File: src/rtl/mau_pkg.sv
// Shared state encoding, funct3 constants and request classification helpers
// for the mem_access_unit load/store requester.
package mau_pkg;

  typedef enum logic [1:0] {
    ST_IDLE  = 2'd0,
    ST_LOAD  = 2'd1,
    ST_RMW   = 2'd2,
    ST_STORE = 2'd3
  } mau_state_e;

  localparam logic [2:0] F3_LB  = 3'b000;
  localparam logic [2:0] F3_LH  = 3'b001;
  localparam logic [2:0] F3_LW  = 3'b010;
  localparam logic [2:0] F3_LBU = 3'b100;
  localparam logic [2:0] F3_LHU = 3'b101;
  localparam logic [2:0] F3_SB  = 3'b000;
  localparam logic [2:0] F3_SH  = 3'b001;
  localparam logic [2:0] F3_SW  = 3'b010;

  // Stores only know SB/SH/SW; loads reject 011, 110 and 111.
  function automatic logic f3_unsupported(input logic we, input logic [2:0] f3);
    logic bad;
    if (we) begin
      bad = (f3 > F3_SW);
    end else begin
      bad = (f3 == 3'b011) || (f3 == 3'b110) || (f3 == 3'b111);
    end
    return bad;
  endfunction

  function automatic logic is_misaligned(input logic [2:0] f3, input logic [1:0] off);
    logic mis;
    case (f3[1:0])
      2'b01:   mis = off[0];
      2'b10:   mis = |off;
      default: mis = 1'b0;
    endcase
    return mis;
  endfunction

endpackage

File: src/rtl/mau_lane_align.sv
// Combinational lane logic: load byte/halfword extract with sign or zero
// extension, and sub-word store merge into a previously read word.
module mau_lane_align
  import mau_pkg::*;
(
  input  logic [2:0]  funct3_i,
  input  logic [1:0]  offset_i,
  input  logic [31:0] rdata_i,
  input  logic [31:0] wdata_i,
  output logic [31:0] load_data_o,
  output logic [31:0] merged_o
);

  logic [7:0]  byte_sel;
  logic [15:0] half_sel;
  logic [3:0]  lane_en;
  logic [31:0] src_rep;

  // Halfword uses only offset bit 1, so a misaligned halfword lands on its aligned lane.
  always_comb begin
    byte_sel = rdata_i[{offset_i, 3'b000} +: 8];
    half_sel = offset_i[1] ? rdata_i[31:16] : rdata_i[15:0];
    case (funct3_i)
      F3_LB:   load_data_o = {{24{byte_sel[7]}}, byte_sel};
      F3_LH:   load_data_o = {{16{half_sel[15]}}, half_sel};
      F3_LW:   load_data_o = rdata_i;
      F3_LBU:  load_data_o = {24'd0, byte_sel};
      F3_LHU:  load_data_o = {16'd0, half_sel};
      default: load_data_o = 32'd0;
    endcase
  end

  always_comb begin
    lane_en = 4'b1111;
    src_rep = wdata_i;
    if (funct3_i == F3_SB) begin
      lane_en = 4'b0001 << offset_i;
      src_rep = {4{wdata_i[7:0]}};
    end else if (funct3_i == F3_SH) begin
      lane_en = offset_i[1] ? 4'b1100 : 4'b0011;
      src_rep = {2{wdata_i[15:0]}};
    end
  end

  for (genvar gi = 0; gi < 4; gi++) begin : g_lane
    assign merged_o[8*gi +: 8] = lane_en[gi] ? src_rep[8*gi +: 8] : rdata_i[8*gi +: 8];
  end

endmodule

File: src/rtl/mem_access_unit.sv
// MEM-stage load/store requester over a word-addressed data memory.
// Optional MAU_MISALIGN_TRAP_EN turns misaligned LH/LHU/SH/LW/SW into error responses.
module mem_access_unit
  import mau_pkg::*;
#(
  parameter int ADDR_W = 12
) (
  input  logic        clk,
  input  logic        rst_n,
  input  logic        req_valid,
  output logic        req_ready,
  input  logic        req_we,
  input  logic [2:0]  req_funct3,
  input  logic [31:0] req_addr,
  input  logic [31:0] req_wdata,
  output logic        resp_valid,
  output logic [31:0] resp_rdata,
  output logic        resp_err,
  output logic        mem_write_en,
  output logic [31:0] mem_write_addr,
  output logic [31:0] mem_write_data,
  output logic [31:0] mem_read_addr,
  input  logic [31:0] mem_read_data
);

  mau_state_e        state_q, state_d;
  logic [ADDR_W-1:0] word_q;
  logic [1:0]        off_q;
  logic [2:0]        funct3_q;
  logic [31:0]       wdata_q;
  logic              resp_valid_q;
  logic              resp_err_q;
  logic [31:0]       resp_rdata_q;

  logic              accept;
  logic              req_err;
  logic [31:0]       load_data;
  logic [31:0]       merged_word;
  logic [31-ADDR_W-2:0] unused_addr_hi;

  // Address bits above the memory's word index wrap silently.
  assign unused_addr_hi = req_addr[31:ADDR_W+2];

  assign accept = req_valid && (state_q == ST_IDLE);

`ifdef MAU_MISALIGN_TRAP_EN
  assign req_err = f3_unsupported(req_we, req_funct3) || is_misaligned(req_funct3, req_addr[1:0]);
`else
  assign req_err = f3_unsupported(req_we, req_funct3);
`endif

  always_ff @(posedge clk) begin
    if (!rst_n) begin
      state_q <= ST_IDLE;
    end else begin
      state_q <= state_d;
    end
  end

  always_comb begin
    state_d = state_q;
    case (state_q)
      ST_IDLE: begin
        if (accept && !req_err) begin
          if (!req_we)                  state_d = ST_LOAD;
          else if (req_funct3 == F3_SW) state_d = ST_STORE;
          else                          state_d = ST_RMW;
        end
      end
      ST_LOAD:  state_d = ST_IDLE;
      ST_RMW:   state_d = ST_STORE;
      ST_STORE: state_d = ST_IDLE;
      default:  state_d = ST_IDLE;
    endcase
  end

  always_comb begin
    req_ready    = (state_q == ST_IDLE);
    mem_write_en = (state_q == ST_STORE);
  end

  always_ff @(posedge clk) begin
    if (!rst_n) begin
      word_q       <= '0;
      off_q        <= '0;
      funct3_q     <= '0;
      wdata_q      <= '0;
      resp_valid_q <= 1'b0;
      resp_err_q   <= 1'b0;
      resp_rdata_q <= '0;
    end else begin
      resp_valid_q <= 1'b0;
      resp_err_q   <= 1'b0;
      resp_rdata_q <= '0;
      case (state_q)
        ST_IDLE: begin
          if (accept) begin
            word_q   <= req_addr[ADDR_W+1:2];
            off_q    <= req_addr[1:0];
            funct3_q <= req_funct3;
            wdata_q  <= req_wdata;
            if (req_err) begin
              resp_valid_q <= 1'b1;
              resp_err_q   <= 1'b1;
            end
          end
        end
        ST_LOAD: begin
          resp_valid_q <= 1'b1;
          resp_rdata_q <= load_data;
        end
        ST_RMW:   wdata_q <= merged_word;
        ST_STORE: resp_valid_q <= 1'b1;
        default: ;
      endcase
    end
  end

  mau_lane_align u_lane_align (
    .funct3_i    (funct3_q),
    .offset_i    (off_q),
    .rdata_i     (mem_read_data),
    .wdata_i     (wdata_q),
    .load_data_o (load_data),
    .merged_o    (merged_word)
  );

  assign mem_read_addr  = {{(32-ADDR_W){1'b0}}, word_q};
  assign mem_write_addr = {{(32-ADDR_W){1'b0}}, word_q};
  assign mem_write_data = wdata_q;
  assign resp_valid     = resp_valid_q;
  assign resp_err       = resp_err_q;
  assign resp_rdata     = resp_rdata_q;

endmodule

File: config.mk
export PLATFORM = sky130hd
export DESIGN_NAME = mem_access_unit
export DESIGN_NICKNAME = d
export VERILOG_FILES = /design/src/rtl/mau_pkg.sv /design/src/rtl/mau_lane_align.sv /design/src/rtl/mem_access_unit.sv
export SDC_FILE = /design/constraint.sdc
export NUM_CORES = 1
export LEC_CHECK = 0
export CELL_PAD_IN_SITES_DETAIL_PLACEMENT = 0
export CELL_PAD_IN_SITES_GLOBAL_PLACEMENT = 2
export CORE_UTILIZATION = 21
export DETAILED_ROUTE_END_ITERATION = 8
export PLACE_DENSITY = 0.78
export SYNTH_ARGS = -nofsm -noshare
export SYNTH_HDL_FRONTEND = slang
export SYNTH_SLANG_ARGS = --single-unit
File: constraint.sdc
create_clock -name clk -period 2.7 [get_ports clk]
set_clock_uncertainty 0.15 [all_clocks]
set_input_delay 0.27 -clock clk [delete_from_list [all_inputs] [get_ports clk]]
set_output_delay 0.27 -clock clk [all_outputs]
set_load 0.03 [all_outputs]
==> impl_metrics.toml <==
[setup_path]
cp_data_arrival_time_ns = 1.77
crit_fanout = 11
critical_path_required_ns = 2.28
crit_path_start_kind = "flip-flop"
reg2reg_slack_ns = 0.61
worst-path-buf-inv = 1
end_kind = "primary output"
cp_top_family = "buffers and inverters"
path_cells = "and2_1, clkdlybuf4s50_1"
critical_path.max_stage_delay_ns = 0.69
slowest_stage = "clkdlybuf4s50_1"
crit_type = "flip-flop to primary output"

[placement]
place_area_um2 = 6180
dp_hpwl_um = 12700
gp_congestion = 0.838
port_buffers = 176
post-place-ws_ns = 0.512

[sta]
setup_viol = 0
hold_viol = 0
rsz0062_at_grt = "false"
fmax_mhz = 457
max-slew-margin-rel = 0.576
setup_slack_ns = 0.514
post-route-period-util = 0.810
tightest_slew_ns = 0.634
fin_setup_tns_ns = 0
slew_viol_final = 0
fin_crit_ns = 2.19

[pwr]
pwr-share-comb = 0.259
internal-power_mw = 2.57
powerDensity_nw_per_um2 = 576
p_leak_nw = 2.50
switching_share = 0.313
clockPowerShare = 0.367
switching_power_mw = 1.17
p_seq_frac = 0.374
ir_worst_vdd_mv = 0.293
p_total_mw = 3.75

[yosys]
yosysUniqueCellTypes = 43
yosysTopAreaCell = "dfxtp_1"
synth_seq_area_share = 0.393
synth_edf_count = 0
ys_ff_latch = 85
yosys_warnings = 0
syn_area_per_cell_um2 = 8.88
synth_area_leaders = "dfxtp_1, buf_4, nand2_1"
synth_top_area_share = 0.393
synth_area_um2 = 4330
synth_ff_type = "dfxtp_1"
synth_cells = 488
postSynth.asyncResetShare = 0

[clock_tree]
clk_pin_slew_worst_paths_ns = 0.06
hold_buffers = 0
clk_latency_ns = 0.34
cts_resized = 0
cts_made_buffers = 9
cts_sinks = 85
clk_path_buf_depth = 2
clockRootBuffer = "clkbuf_16"
cts_max_level = 3
postCtsSetupRepairBufs = 0
cts_tree = "done"

[route]
routedWlPerCell_um = 17.8
drc = 0
wirelength_um = 16400
num_vias = 4217
vias_per_cell = 4.58
drt-pass1-iter-count = 4
ant_nets = 0
initialDrtViolationCount = 286

[floorplan]
dieWidth_um = 146
row_count = 52
num_io_pins = 235
start_util = 0.214
fp.dieH_um = 146
die_area_um2 = 21200
core_region_area_um2 = 20200

[finish]
drive_above_1_share = 0.0785
final_area_um2 = 6500
n_antenna_cell = 0
nets = 748
syn2layout_area_growth_pct = 50.1

[hold_path]
hold_class = "flip-flop to flip-flop"

[job]
maxCapViolCount = 0

[global_routing]
grt_max_degree = 36
gr-total-overflow = 0
track_usage = 0.154
grt_pass1_vias = 4119
grt_pass1_wl_um = 24700
antenna_found_initial = 0

[outcome]
outcome = "complete, no violations"
-- cell usage in the layout (no fill, tap or decap), types with 3 or more instances in the layout --
| master | instances |
|---|---|
| clkdlybuf4s50_1 | 176 |
| dfxtp_1 | 85 |
| nand2_1 | 73 |
| conb_1 | 40 |
| a21oi_1 | 27 |
| o21ai_0 | 18 |
| buf_4 | 18 |
| mux2i_1 | 17 |
| a21boi_0 | 17 |
| a22oi_1 | 14 |
| nor2_1 | 13 |
| nand2b_1 | 12 |
| nor3_1 | 11 |
| o211ai_1 | 10 |
| and2_1 | 9 |
| a31oi_1 | 9 |
| clkbuf_16 | 9 |
| a211o_1 | 8 |
| a221oi_1 | 8 |
| o22ai_1 | 8 |
| a221o_1 | 8 |
| a32o_1 | 8 |
| o211a_1 | 8 |
| mux4_2 | 7 |
| nor2b_1 | 4 |
| o21a_1 | 4 |
| o21ai_1 | 3 |
-- cells in the mapped netlist, drive strengths merged, types with 9 or more instances --
| library cell | instances |
|---|---|
| a22oi | 14 |
| and2 | 10 |
| dfxtp | 85 |
| nor3 | 11 |
| nand2 | 73 |
| o211ai | 10 |
| o21ai | 21 |
| nand2b | 13 |
| clkbuf | 20 |
| a21oi | 28 |
| mux2i | 17 |
| a21boi | 17 |
| a31oi | 9 |
| buf | 67 |
| nor2 | 14 |
-- power groups by stage --
stage,sequential [mW],clock [mW],combinational [mW]
finish,1.40,1.37,0.972
global placement,1.43,0,0.964
floorplan,1.53,0,0.484
global route,1.41,1.46,1.03
CTS,1.40,1.41,0.970
detailed placement,1.43,0,0.967
-- registers in the layout, summed over array words and instances (netlist names) --
name,count
funct3_q,3
resp_valid,1
off_q,2
state_q,2
mem_write_data,32
resp_rdata,32
word_q,12
resp_err,1
-- worst register-to-register path, cell delays in order, from the launching register on --
cell      delay (ns)
dfxtp_1         0.54
nand2b_2        0.37
buf_4           0.32
buf_4           0.21
a211o_1         0.29
a31oi_1         0.16
-- metal layers --
layer  GRT usage  wire length, um
met2       0.235             7210
met1       0.208             7510
met3      0.0401             1310
met4      0.0542              340
met5           0                0
-- final timing paths --
kind,start,end,depth (start not counted)
setup / recovery,state_q[1]$_SDFFE_PN0P_,mem_write_en,2
hold / removal,word_q[3]$_SDFFE_PN0P_,word_q[3]$_SDFFE_PN0P_,2
setup reg to reg,state_q[1]$_SDFFE_PN0P_,mem_write_data[31]$_SDFFE_PN0P_,5
hold reg to reg,word_q[3]$_SDFFE_PN0P_,word_q[3]$_SDFFE_PN0P_,2
-- cell families (layout without fill, tap and decap cells) --
family | count (synthesis) | after routing | synth area share
AOI/OAI and AO/OA | 155 | 155 | 0.258
and+or+nand+nor | 133 | 133 | 0.142
buffers and inverters | 89 | 212 | 0.127
DFF | 85 | 85 | 0.393
muxes | 25 | 25 | 0.0783
other | 1 | 40 | 0.000866
-- area by class of cell --
type                       count  area, um2
multi-input combinational    353       2230
clock inverter                 5       83.8
clock buffer                  11        243
tap                          270        338
fill                        2079      13700
timing repair buffer         194       1900
sequential                    85       1700
inverter                       2       7.51
-- metrics by stage --
stage	instances	utilization	hold slack [ns]
CTS	920	0.321	0.323
finish	920	0.321	0.328
global placement	904	0.305	0.308
detailed placement	904	0.305	0.314
floorplan	527	-	0.256
global route	920	0.321	0.348
Power figures use the tool's default switching activity.
